**config.mk**
```make
export PLATFORM = sky130hd
export DESIGN_NAME = board_turn_arbiter
export DESIGN_NICKNAME = d
export VERILOG_FILES = /design/src/rtl/board_turn_arbiter.sv
export SDC_FILE = /design/constraint.sdc
export NUM_CORES = 1
export LEC_CHECK = 0
export BUFFER_PORTS_ARGS = -buffer_cell sky130_fd_sc_hd__buf_2
export CAP_MARGIN = 30
export CORE_ASPECT_RATIO = 1.5
export CORE_MARGIN = 4
export CORE_UTILIZATION = 55
export CTS_BUF_LIST = sky130_fd_sc_hd__clkbuf_16
export CTS_CLUSTER_DIAMETER = 200
export CTS_CLUSTER_SIZE = 25
export DETAILED_ROUTE_END_ITERATION = 6
export PLACE_DENSITY_LB_ADDON = 0.05
export SLEW_MARGIN = 20
export SYNTH_ARGS = -nofsm -noshare
export SYNTH_HDL_FRONTEND = slang
export SYNTH_SLANG_ARGS = --single-unit
```
**constraint.sdc**
```tcl
create_clock -name clk -period 12.01 [get_ports clk]
set_input_delay 1.8015 -clock clk [delete_from_list [all_inputs] [get_ports clk]]
set_output_delay 1.8015 -clock clk [all_outputs]
set_load 0.005 [all_outputs]
```
**src/rtl/board_turn_arbiter.sv**
```systemverilog
// Two-player turn scheduler for a 4x4 board. It arbitrates move requests and sequences each
// accepted move through position update, visited map, prize and score.
module board_turn_arbiter #(
  parameter int unsigned SCORE_W   = 6,
  parameter int unsigned MAX_TURNS = 32
) (
  input  logic               clk,
  input  logic               reset,
  input  logic               req_a,
  input  logic [1:0]         dir_a,
  input  logic               req_b,
  input  logic [1:0]         dir_b,
  output logic               grant_a,
  output logic               grant_b,
  output logic [3:0]         pos_a,
  output logic [3:0]         pos_b,
  output logic [3:0]         prize,
  output logic               prize_valid,
  output logic               blocked,
  output logic [SCORE_W-1:0] score_a,
  output logic [SCORE_W-1:0] score_b,
  output logic [15:0]        visited,
  output logic               turn,
  output logic               game_over
);

  localparam int unsigned        SumW      = SCORE_W + 1;
  localparam logic [SCORE_W-1:0] ScoreMax  = '1;
  localparam logic [7:0]         TurnLimit = 8'(MAX_TURNS);

  typedef enum logic [1:0] {StIdle, StMove, StScore, StDone} state_e;

  state_e             state_q, state_d;
  logic               mover_q, mover_d;  // 0 = A, 1 = B
  logic [1:0]         dir_q, dir_d;
  logic [3:0]         pos_a_q, pos_a_d;
  logic [3:0]         pos_b_q, pos_b_d;
  logic [15:0]        visited_q, visited_d;
  logic [SCORE_W-1:0] score_a_q, score_a_d;
  logic [SCORE_W-1:0] score_b_q, score_b_d;
  logic [3:0]         prize_q, prize_d;
  logic               prize_valid_q, prize_valid_d;
  logic               blocked_q, blocked_d;
  logic               turn_q, turn_d;
  logic [7:0]         count_q, count_d;
  logic               grant_a_q, grant_a_d;
  logic               grant_b_q, grant_b_d;
  logic               game_over_q, game_over_d;

  logic [3:0]         mover_pos, opp_pos, target;
  logic [1:0]         coord_step;
  logic               move_blocked;
  logic [2:0]         prize_calc;
  logic [SCORE_W-1:0] mover_score, score_next;
  logic [SumW-1:0]    score_sum;
  logic               pick_a;

  // Move evaluation, used only while in StMove.
  always_comb begin
    mover_pos  = mover_q ? pos_b_q : pos_a_q;
    opp_pos    = mover_q ? pos_a_q : pos_b_q;
    coord_step = dir_q[0] ? 2'd1 : 2'd3;
    target     = mover_pos;
    if (dir_q[1]) begin
      target[1:0] = mover_pos[1:0] + coord_step;
    end else begin
      target[3:2] = mover_pos[3:2] + coord_step;
    end
    move_blocked = (target == opp_pos);
    if (move_blocked || visited_q[target]) begin
      prize_calc = 3'd0;
    end else begin
      prize_calc = {1'b0, target[1:0]} + {1'b0, target[3:2]};
    end
    mover_score = mover_q ? score_b_q : score_a_q;
    score_sum   = {1'b0, mover_score} + SumW'(prize_calc);
    score_next  = score_sum[SumW-1] ? ScoreMax : score_sum[SCORE_W-1:0];
  end

  // The turn holder wins a tie; a lone requester always wins.
  assign pick_a = req_a && (!req_b || !turn_q);

  always_comb begin
    state_d       = state_q;
    mover_d       = mover_q;
    dir_d         = dir_q;
    pos_a_d       = pos_a_q;
    pos_b_d       = pos_b_q;
    visited_d     = visited_q;
    score_a_d     = score_a_q;
    score_b_d     = score_b_q;
    prize_d       = prize_q;
    turn_d        = turn_q;
    count_d       = count_q;
    game_over_d   = game_over_q;
    prize_valid_d = 1'b0;
    blocked_d     = 1'b0;
    grant_a_d     = 1'b0;
    grant_b_d     = 1'b0;

    unique case (state_q)
      StIdle: begin
        if (pick_a) begin
          mover_d   = 1'b0;
          dir_d     = dir_a;
          grant_a_d = 1'b1;
          state_d   = StMove;
        end else if (req_b) begin
          mover_d   = 1'b1;
          dir_d     = dir_b;
          grant_b_d = 1'b1;
          state_d   = StMove;
        end
      end
      StMove: begin
        if (!move_blocked) begin
          if (mover_q) begin
            pos_b_d = target;
          end else begin
            pos_a_d = target;
          end
          visited_d[target] = 1'b1;
        end
        if (mover_q) begin
          score_b_d = score_next;
        end else begin
          score_a_d = score_next;
        end
        prize_d       = {1'b0, prize_calc};
        blocked_d     = move_blocked;
        prize_valid_d = 1'b1;
        turn_d        = ~mover_q;
        count_d       = count_q + 8'd1;
        state_d       = StScore;
      end
      StScore: begin
        if ((&visited_q) || (count_q == TurnLimit)) begin
          state_d     = StDone;
          game_over_d = 1'b1;
        end else begin
          state_d = StIdle;
        end
      end
      StDone: begin
        state_d = StDone;
      end
      default: begin
        state_d = StIdle;
      end
    endcase
  end

  always_ff @(posedge clk) begin
    if (reset) begin
      state_q       <= StIdle;
      mover_q       <= 1'b0;
      dir_q         <= 2'b00;
      pos_a_q       <= 4'd0;
      pos_b_q       <= 4'd15;
      visited_q     <= 16'h8001;
      score_a_q     <= '0;
      score_b_q     <= '0;
      prize_q       <= 4'd0;
      prize_valid_q <= 1'b0;
      blocked_q     <= 1'b0;
      turn_q        <= 1'b0;
      count_q       <= 8'd0;
      grant_a_q     <= 1'b0;
      grant_b_q     <= 1'b0;
      game_over_q   <= 1'b0;
    end else begin
      state_q       <= state_d;
      mover_q       <= mover_d;
      dir_q         <= dir_d;
      pos_a_q       <= pos_a_d;
      pos_b_q       <= pos_b_d;
      visited_q     <= visited_d;
      score_a_q     <= score_a_d;
      score_b_q     <= score_b_d;
      prize_q       <= prize_d;
      prize_valid_q <= prize_valid_d;
      blocked_q     <= blocked_d;
      turn_q        <= turn_d;
      count_q       <= count_d;
      grant_a_q     <= grant_a_d;
      grant_b_q     <= grant_b_d;
      game_over_q   <= game_over_d;
    end
  end

  assign grant_a     = grant_a_q;
  assign grant_b     = grant_b_q;
  assign pos_a       = pos_a_q;
  assign pos_b       = pos_b_q;
  assign prize       = prize_q;
  assign prize_valid = prize_valid_q;
  assign blocked     = blocked_q;
  assign score_a     = score_a_q;
  assign score_b     = score_b_q;
  assign visited     = visited_q;
  assign turn        = turn_q;
  assign game_over   = game_over_q;

endmodule

```
==> results of run 1 <==
[worst max-delay path, cell delays in order, from the launching register on]
cell and delay, ns:
dfxtp_1 0.77, mux2i_1 0.24, xnor2_1 0.76, inv_2 0.25
mux4_2 0.34, mux2_2 0.31, nor2_1 0.13, a21oi_1 0.08
nor3b_1 0.26, ha_1 0.20, inv_1 0.05, fa_1 0.40
inv_1 0.07, a21oi_1 0.07, nor3_1 0.38, nor2b_1 0.12
nor3_1 0.15, nor2_1 0.06, a311oi_1 0.25
[logic make-up after synthesis]
| kind of cell | count (synthesis) | share of synthesized area (%) |
|---|---|---|
| adders and majority gates | 8 | 3.68 |
| xor gates and xnor gates | 17 | 5.73 |
| other | 1 | 0.128 |
| and+or+nand+nor | 127 | 22.0 |
| DFF | 58 | 39.7 |
| buffers and inverters | 36 | 5.09 |
| muxes | 26 | 10.3 |
| AOI/OAI and AO/OA | 62 | 13.4 |
[stage by stage]
| stage | hold slack [ns] | instance area, sq um | power, mW |
|---|---|---|---|
| 2_1_floorplan | 0.454 | 2930 | 0.345 |
| 6_report | 0.463 | 3500 | 0.619 |
| 5_1_grt | 0.509 | 3500 | 0.655 |
| 3_5_place_dp | 0.456 | 3210 | 0.382 |
| 4_1_cts | 0.467 | 3480 | 0.622 |
| 3_3_place_gp | 0.449 | 3200 | 0.378 |
[worst max path at each step]
stage | end | from | cells past startpoint | slack, ns
after floorplan | score_a[3] | mover_q | 18 | 8.11
after global placement | score_a[3] | mover_q | 18 | 7.22
after detailed placement | score_b[3] | mover_q | 18 | 7.09
after CTS | score_a[3] | mover_q | 18 | 7.02
after global routing | score_a[3] | mover_q | 18 | 6.54
final | score_a[3] | mover_q | 18 | 7.00
[power by group through the flow]
stage | clock network (mW) | registers [mW] | logic, mW
5_1_grt | 0.252 | 0.219 | 0.184
3_5_place_dp | 0 | 0.221 | 0.161
2_1_floorplan | 0 | 0.217 | 0.128
3_3_place_gp | 0 | 0.221 | 0.157
4_1_cts | 0.242 | 0.217 | 0.163
6_report | 0.238 | 0.217 | 0.164
[cell usage after synthesis (all sizes together), types with 3 or more instances]
master	number	area, sq um
a31oi	6	37.5
and4b	3	30.0
inv	14	52.6
ha	7	87.6
and2	5	31.3
nor3	16	80.1
dfxtp	58	1160
a211oi	9	67.6
xnor2	11	96.3
nand4	8	50.1
mux2i	20	213
a21oi	24	120
nand2	18	67.6
nand2b	6	37.5
nand3	3	15.0
nor2b	4	25.0
or3	3	18.8
mux2	4	45.0
a21o	3	22.5
o21ai	7	35.0
buf	5	32.5
nor2	49	184
clkbuf	17	63.8
o22ai	5	31.3
xor2	6	71.3
nor4	5	46.3
[state kept, by name, indices dropped and copies added (netlist names)]
register / count
visited: 16
count_q: 8
score_a: 6
score_b: 6
pos_a: 4
pos_b: 4
prize: 3
dir_q: 2
state_q: 2
blocked: 1
game_over: 1
grant_a: 1
grant_b: 1
mover_q: 1
prize_valid: 1
turn: 1
[routing by layer]
metal	wire (um)	GRT usage, %
met1	2840	26.5
met2	3570	37.4
met3	233	4.63
met4	84	10.9
met5	0	0
[cell type report]
class / instances / area [sq um] / area share (%)
Clock buffer: 9 / 225 / 6.43
Clock inverter: 7 / 52.6 / 1.50
Inverter: 14 / 52.6 / 1.50
Multi-Input combinational cell: 241 / 1620 / 46.2
Sequential cell: 58 / 1160 / 33.1
Tap cell: 68 / 85.1 / 2.43
Timing Repair Buffer: 57 / 310 / 8.85
==> results.tsv, run 1 <==
metric	value	unit
reg2reg_to	score_a[3]	
grt_start_max_net_pins	59	
power_leakage	1.48	nW
min_period	5.01	ns
final_cells	454	
fin_util	67.9	%
ys_async_sr_fraction	0	%
max_cap_violations	0	
swShare	30.7	%
wirelength	6720	um
post_cts_buffers	0	
fin_nets	397	
power_frac_clock	38.5	%
report.final.hold_viol_count	0	
globalRouteTotalUtil	22.5	%
floorplan.rows	32	
die_h	97.4	um
crit_path_end_kind	register	
wl_per_cell	14.8	um
diodes	0	
cts_tree	built	
fill_cells	437	
syn-num-nets	351	
timing.rr.start	mover_q	
clk_latency	0.32	ns
place.gp.congestion	0.855	
setup_viol	0	
ys_seq_area_share	39.7	%
io-pin-count	54	
critPathMaxFanout	16	
min_path_type	register to register	
fin_setup_tns	0	ns
numPortBuffers	52	
worstMarginPinSlew	0.901	ns
ctsHoldBuffers	0	
p_seq_share	35.1	%
synthToLayoutAreaGrowth	19.7	%
synth.avg_cell_area	8.74	sq um
antenna_found_initial	0	
hold_start	game_over	
ir_drop	0.151	mV
htreeDepth	3	
whs_endpoint	game_over	
path_class	register to register	
clock-sinks	58	
die_x	67.6	um
p_sw	190	uW
core-area	5160	sq um
first_global_vias	2482	
drc_errors	0	
gr-total-overflow	0	
synth_cell_types	48	
initial_core_util	56.7	%
avgViaCountPerCell	5.57	
dp_slack	7.09	ns
drtIter0Drc	157	
max_freq	200	MHz
layout_worst_path_cycle_share	41.7	%
ctsResizeCount	0	
rsz0062_at_grt	no	
clockRootBuffer	clkbuf_16	
start_kind	register	
p_comb_share	26.4	%
syn_inst	335	
clkTransAtPathRegs	0.05	ns
powerDensity	177	nW/um^2
num_vias	2528	
arrival	5.23	ns
cts_buffer_depth	2	
final_cell_mix	58 x dfxtp_1, 52 x buf_2, 49 x nor2_1, 24 x a21oi_1, 19 x mux2i_1	
post-place-cells	437	
cp_data_required_time	12.24	ns
die-area	6580	sq um
rrSetupSlack	7.00	ns
power.internal	429	uW
ant_nets	0	
cts_buffers	9	
drive_gt1_share	20.5	%
status	completed	
slew_headroom	39.5	%
synth-seq-cells	58	
synth_edf_count	0	
hpwlAfterDp	4770	um
grt_pass1_wl	11500	um
reg2reg_depth	18	
synth-main-ff-cell	dfxtp_1	
synth_area	2930	sq um
final_common_cell	dfxtp_1	
setup_ws	7.00	ns
min_path_cells	2	
drtPass1Iterations	4	
fin_worst_skew	0.00491	ns
synth-warning-count	0	
finalMaxSlewViolations	0	
No activity file was read; power rests on OpenSTA's default activity.
==> run 2: changes to the inputs <==
--- a/config.mk
+++ b/config.mk
@@ -9,7 +9,7 @@
 export CAP_MARGIN = 30
 export CORE_ASPECT_RATIO = 1.5
 export CORE_MARGIN = 4
-export CORE_UTILIZATION = 55
+export CORE_UTILIZATION = 50
 export CTS_BUF_LIST = sky130_fd_sc_hd__clkbuf_16
 export CTS_CLUSTER_DIAMETER = 200
 export CTS_CLUSTER_SIZE = 25
==> constraint.sdc (replaced) <==
create_clock -name clk -period 4.42 [get_ports clk]
set_input_delay 0.663 -clock clk [delete_from_list [all_inputs] [get_ports clk]]
set_output_delay 0.663 -clock clk [all_outputs]
set_load 0.005 [all_outputs]
==> results.tsv, run 2 (synthesis gave the netlist of run 1 again) <==
metric	value	unit	change
status	completed		
floorplan.rows	33		+3.1%
max_cap_violations	0		unchanged
fill_cells	505		+16%
met3WireLength	249	um	+6.9%
clk_latency	0.33	ns	about the same
globalRouteTotalUtil	20.8	%	-1.7 points
antenna_found_initial	0		unchanged
drc_errors	0		unchanged
setup_viol	0		unchanged
setup_ws	0.363	ns	-6.64 ns
power_leakage	1.51	nW	+2.2%
initial_core_util	52.5	%	-4.2 points
arrival	4.29	ns	-0.94 ns
critPathMaxFanout	15		-1
dp_slack	0.364	ns	-6.72 ns
final_cell_mix	58 x dfxtp_1, 52 x buf_2, 49 x nor2_1, 24 x a21oi_1		
gr-total-overflow	0		unchanged
m1WireLength	2950	um	+4.0%
wl_per_cell	15.1	um	+1.7%
num_vias	2501		-1.1%
min_period	4.06	ns	-0.948 ns
final_common_cell	dfxtp_1		
reg2reg_to	score_a[3]		
numPortBuffers	52		unchanged
startpoint	mover_q		
clkTransAtPathRegs	0.06	ns	about the same
die-area	7170	sq um	+9.0%
fin_util	64.1	%	-3.7 points
start_kind	register		
final_cells	460		+1.3%
cts_buffers	9		unchanged
first_global_vias	2497		+0.60%
rrSetupSlack	0.36	ns	-6.64 ns
wirelength	6930	um	+3.0%
largest_reg_flops	16		unchanged
slew_headroom	49.6	%	+10 points
grt_start_max_net_pins	59		unchanged
core-area	5570	sq um	+7.9%
whs	0.458	ns	-0.00455 ns
timing.rr.start	mover_q		
max_freq	246	MHz	+23%
post_cts_buffers	0		unchanged
drive_gt1_share	22.6	%	+2.1 points
drtIter0Drc	101		-36%
drtPass1Iterations	4		unchanged
postLayoutCellArea	3570	sq um	+2.0%
rsz0062_at_grt	no		
min_path_type	register to register		
diodes	0		unchanged
place.gp.congestion	0.816		-4.5%
fin_setup_tns	0	ns	unchanged
worstMarginPinSlew	0.756	ns	-0.144 ns
post-place-cells	443		+1.4%
htreeDepth	3		unchanged
crit_path_end	score_a[3]		
hpwlAfterDp	4930	um	+3.5%
wl_met2	3590	um	+0.73%
highest_layer	met4		
synthToLayoutAreaGrowth	22.1	%	
avgViaCountPerCell	5.44		-2.4%
cp_data_required_time	4.65	ns	-7.59 ns
clockRootBuffer	clkbuf_16		
fin_nets	401		+1.0%
crit_path_end_kind	register		
clock-sinks	58		unchanged
ir_drop	0.251	mV	+66%
powerDensity	497	nW/um^2	+180%
cts_buffer_depth	2		unchanged
layout_worst_path_cycle_share	91.8	%	+50 points
ctsHoldBuffers	0		unchanged
finalMaxSlewViolations	0		unchanged
cts_tree	built		
total_power	1.78	mW	+190%
die_h	102	um	+4.5%
die_x	70.5	um	+4.3%
dpl_cell_area	3240	sq um	+1.0%
io-pin-count	54		unchanged
report.final.hold_viol_count	0		unchanged
fin_worst_skew	0.00924	ns	+0.00433 ns
reg2reg_depth	20		+2
ant_nets	0		unchanged
path_class	register to register		
grt_pass1_wl	11700	um	+1.6%
## run 2: cell count changes in the layout (fill, tap and decap cells not counted), sizes merged
cell      previous run  this run
buf                 57        61
bufinv               1         2
clkinv               4         3
clkinvlp             0         1
inv                 16        15
## run 2: cell type report
class                   count  area (sq um)  area share, %
multi-input cells         241          1620           45.4
flip-flops and latches     58          1160           32.5
repair buffers             61           340           9.52
clock buffers               9           225           6.30
well taps                  70          87.6           2.45
clock inverters             7          85.1           2.38
inverters                  14          52.6           1.47
## run 2: worst min path at each step
stage,start,end,slack [ns],cells past startpoint
global route,game_over,game_over,0.50,2
floorplan,count_q[7],count_q[7],0.45,2
detailed placement,game_over,game_over,0.45,2
CTS,game_over,game_over,0.47,2
finish,game_over,game_over,0.46,2
global placement,game_over,game_over,0.45,2
## run 2: timing repair
action	CTS	global route
resized for setup	0	1
endpoints found under the hold margin	0	0
endpoints found under the setup margin	0	1
## run 2: worst max-delay path, stage by stage, from the launching register on
cell and delay [ns]:
dfxtp_1 0.38, buf_4 0.26, mux2i_2 0.29, xnor2_1 0.19, inv_2 0.15, mux4_2 0.31
mux2_2 0.31, nor2_1 0.15, a21oi_1 0.07, nor3b_1 0.24, ha_1 0.22, inv_1 0.06
fa_1 0.40, inv_1 0.07, a21oi_1 0.07, nor3_1 0.13, buf_4 0.15, nor2b_1 0.05
nor3_1 0.13, nor2_1 0.06, a311oi_1 0.26
## run 2: power breakdown
| group | internal [mW] | switching [mW] | total, mW |
|---|---|---|---|
| sequential | 0.554 | 0.0321 | 0.586 |
| clock | 0.486 | 0.239 | 0.725 |
| combinational | 0.197 | 0.269 | 0.466 |
## run 2: metal layers
| layer | track usage [%] | up-vias |
|---|---|---|
| li1 | - | 1284 |
| met1 | 23.6 | 1154 |
| met2 | 36.5 | 52 |
| met3 | 4.77 | 11 |
| met4 | 10.2 | 0 |
| met5 | 0 | - |
==> run 3: changes to the inputs <==
--- a/config.mk
+++ b/config.mk
@@ -5,15 +5,15 @@
 export SDC_FILE = /design/constraint.sdc
 export NUM_CORES = 1
 export LEC_CHECK = 0
-export BUFFER_PORTS_ARGS = -buffer_cell sky130_fd_sc_hd__buf_2
 export CAP_MARGIN = 30
 export CORE_ASPECT_RATIO = 1.5
 export CORE_MARGIN = 4
-export CORE_UTILIZATION = 50
+export CORE_UTILIZATION = 55
 export CTS_BUF_LIST = sky130_fd_sc_hd__clkbuf_16
 export CTS_CLUSTER_DIAMETER = 200
 export CTS_CLUSTER_SIZE = 25
 export DETAILED_ROUTE_END_ITERATION = 6
+export DONT_BUFFER_PORTS = 1
 export PLACE_DENSITY_LB_ADDON = 0.05
 export SLEW_MARGIN = 20
 export SYNTH_ARGS = -nofsm -noshare
==> results.tsv, run 3 (synthesis gave the netlist of run 1 again) <==
metric	value	unit	change
critPathMaxFanout	15		unchanged
place.gp.congestion	0.875		+7.2%
numPortBuffers	0		-100%
path_class	register to register		
ir_drop	0.328	mV	+31%
ctsResizeCount	0		unchanged
cp_cell_sequence	buf_6, mux2i_2, xnor2_1, inv_2, mux4_2, mux2_2, nor2_1, a21oi_1, nor3b_1, ha_1, inv_1, fa_1, inv_1, a21oi_1, nor3_1, buf_4, nor2b_1, nor3_1, nor2_1, a311oi_1		
ant_nets	0		unchanged
max_cap_violations	0		unchanged
ctsHoldBuffers	0		unchanged
setup_viol	0		unchanged
drtIter0Drc	121		+20%
core-area	5160	sq um	-7.3%
drtPass1Iterations	4		unchanged
synthToLayoutAreaGrowth	12.9	%	
min_path_type	input port to register		
wirelength	6690	um	-3.4%
cts_buffer_depth	2		unchanged
floorplan.rows	32		-3.0%
fin_util	64.0	%	-0.13 points
max_freq	247	MHz	+0.18%
clockRootBuffer	clkbuf_16		
worstMarginPinSlew	0.922	ns	+0.166 ns
status	completed		
final_common_cell	dfxtp_1		
cts_tree	built		
largest_reg_flops	16		unchanged
final_cell_mix	58 x dfxtp_1, 49 x nor2_1, 24 x a21oi_1, 18 x nand2_1, 18 x mux2i_1		
antenna_found_initial	0		unchanged
htreeDepth	3		unchanged
power_leakage	1.25	nW	-17%
crit_path_end_kind	register		
cts_buffers	9		unchanged
rrSetupSlack	0.37	ns	about the same
start_kind	register		
fin_nets	349		-13%
num_vias	2350		-6.0%
rsz0062_at_grt	no		
io-pin-count	54		unchanged
powerDensity	527	nW/um^2	+6.0%
globalRouteTotalUtil	22.1	%	+1.4 points
clk_latency	0.33	ns	about the same
clkTransAtPathRegs	0.05	ns	about the same
avgViaCountPerCell	5.79		+6.5%
fin_worst_skew	0.00610	ns	-0.00314 ns
drive_gt1_share	10.7	%	-12 points
min_period	4.05	ns	-0.00743 ns
diodes	0		unchanged
cp_data_required_time	4.66	ns	about the same
report.final.hold_viol_count	0		unchanged
grt_pass1_wl	11200	um	-4.0%
die-area	6580	sq um	-8.2%
fin_setup_tns	0	ns	unchanged
die_x	67.6	um	-4.1%
grt_start_max_net_pins	59		unchanged
hpwlAfterDp	4720	um	-4.3%
initial_core_util	56.7	%	+4.2 points
slowest_delay	0.40	ns	about the same
layout_worst_path_cycle_share	91.6	%	-0.17 points
first_global_vias	2316		-7.2%
final_cells	406		-12%
arrival	4.28	ns	about the same
crit_slowest_cell	dfxtp_1		
post-place-cells	390		-12%
slew_headroom	38.1	%	-11 points
gr-total-overflow	0		unchanged
post_cts_buffers	0		unchanged
drc_errors	0		unchanged
finalMaxSlewViolations	0		unchanged
fill_cells	458		-9.3%
die_h	97.4	um	-4.3%
clock-sinks	58		unchanged
wl_per_cell	16.5	um	+9.4%
## run 3: layout make-up
class	instances	area, sq um	share of cell area [%]
multi-input combinational	241	1620	49.1
sequential	58	1160	35.1
clock buffer	9	225	6.82
clock inverter	7	85.1	2.57
tap	68	85.1	2.57
timing repair buffer	9	71.3	2.16
inverter	14	55.1	1.67
## run 3: metrics by stage
stage | power, mW | cell area (sq um) | hold WS, ns | setup slack (ns)
detailed placement | 1.03 | 2980 | 0.472 | 0.396
CTS | 1.76 | 3290 | 0.396 | 0.292
finish | 1.74 | 3300 | 0.405 | 0.370
global route | 1.84 | 3300 | 0.398 | 0.0419
global placement | 1.02 | 2980 | 0.465 | 0.556
floorplan | 0.936 | 2930 | 0.454 | 0.518
## run 3: report_power, final
group          internal (mW)  switching, mW
Clock                  0.486          0.231
Sequential             0.554         0.0387
Combinational          0.183          0.251
## run 3: worst paths after layout
path | start | to | depth (start not counted)
max reg2reg | mover_q | score_a[3] | 20
min | reset | pos_a[0] | 1
max | mover_q | score_a[3] | 20
min reg2reg | count_q[7] | count_q[7] | 2
## run 3: routing by layer
metal / GRT usage (%) / up-vias / share of wire, %
met5: 0 / - / 0
met4: 10.8 / 0 / 2.3
met3: 5.21 / 14 / 4.8
met2: 36.5 / 49 / 52
met1: 26.0 / 1110 / 41
li1: - / 1177 / -
## run 3: worst max-delay path: cells and delay by family, from the launching register on
kind / cells / cell delay (ns)
multiplexers: 3 / 0.90
AND/OR/NAND/NOR: 6 / 0.81
buffers and inverters: 5 / 0.65
adder cells (fa/ha/maj): 2 / 0.63
flip-flops: 1 / 0.40
AO/OA/AOI/OAI: 3 / 0.37
XOR/XNOR: 1 / 0.19
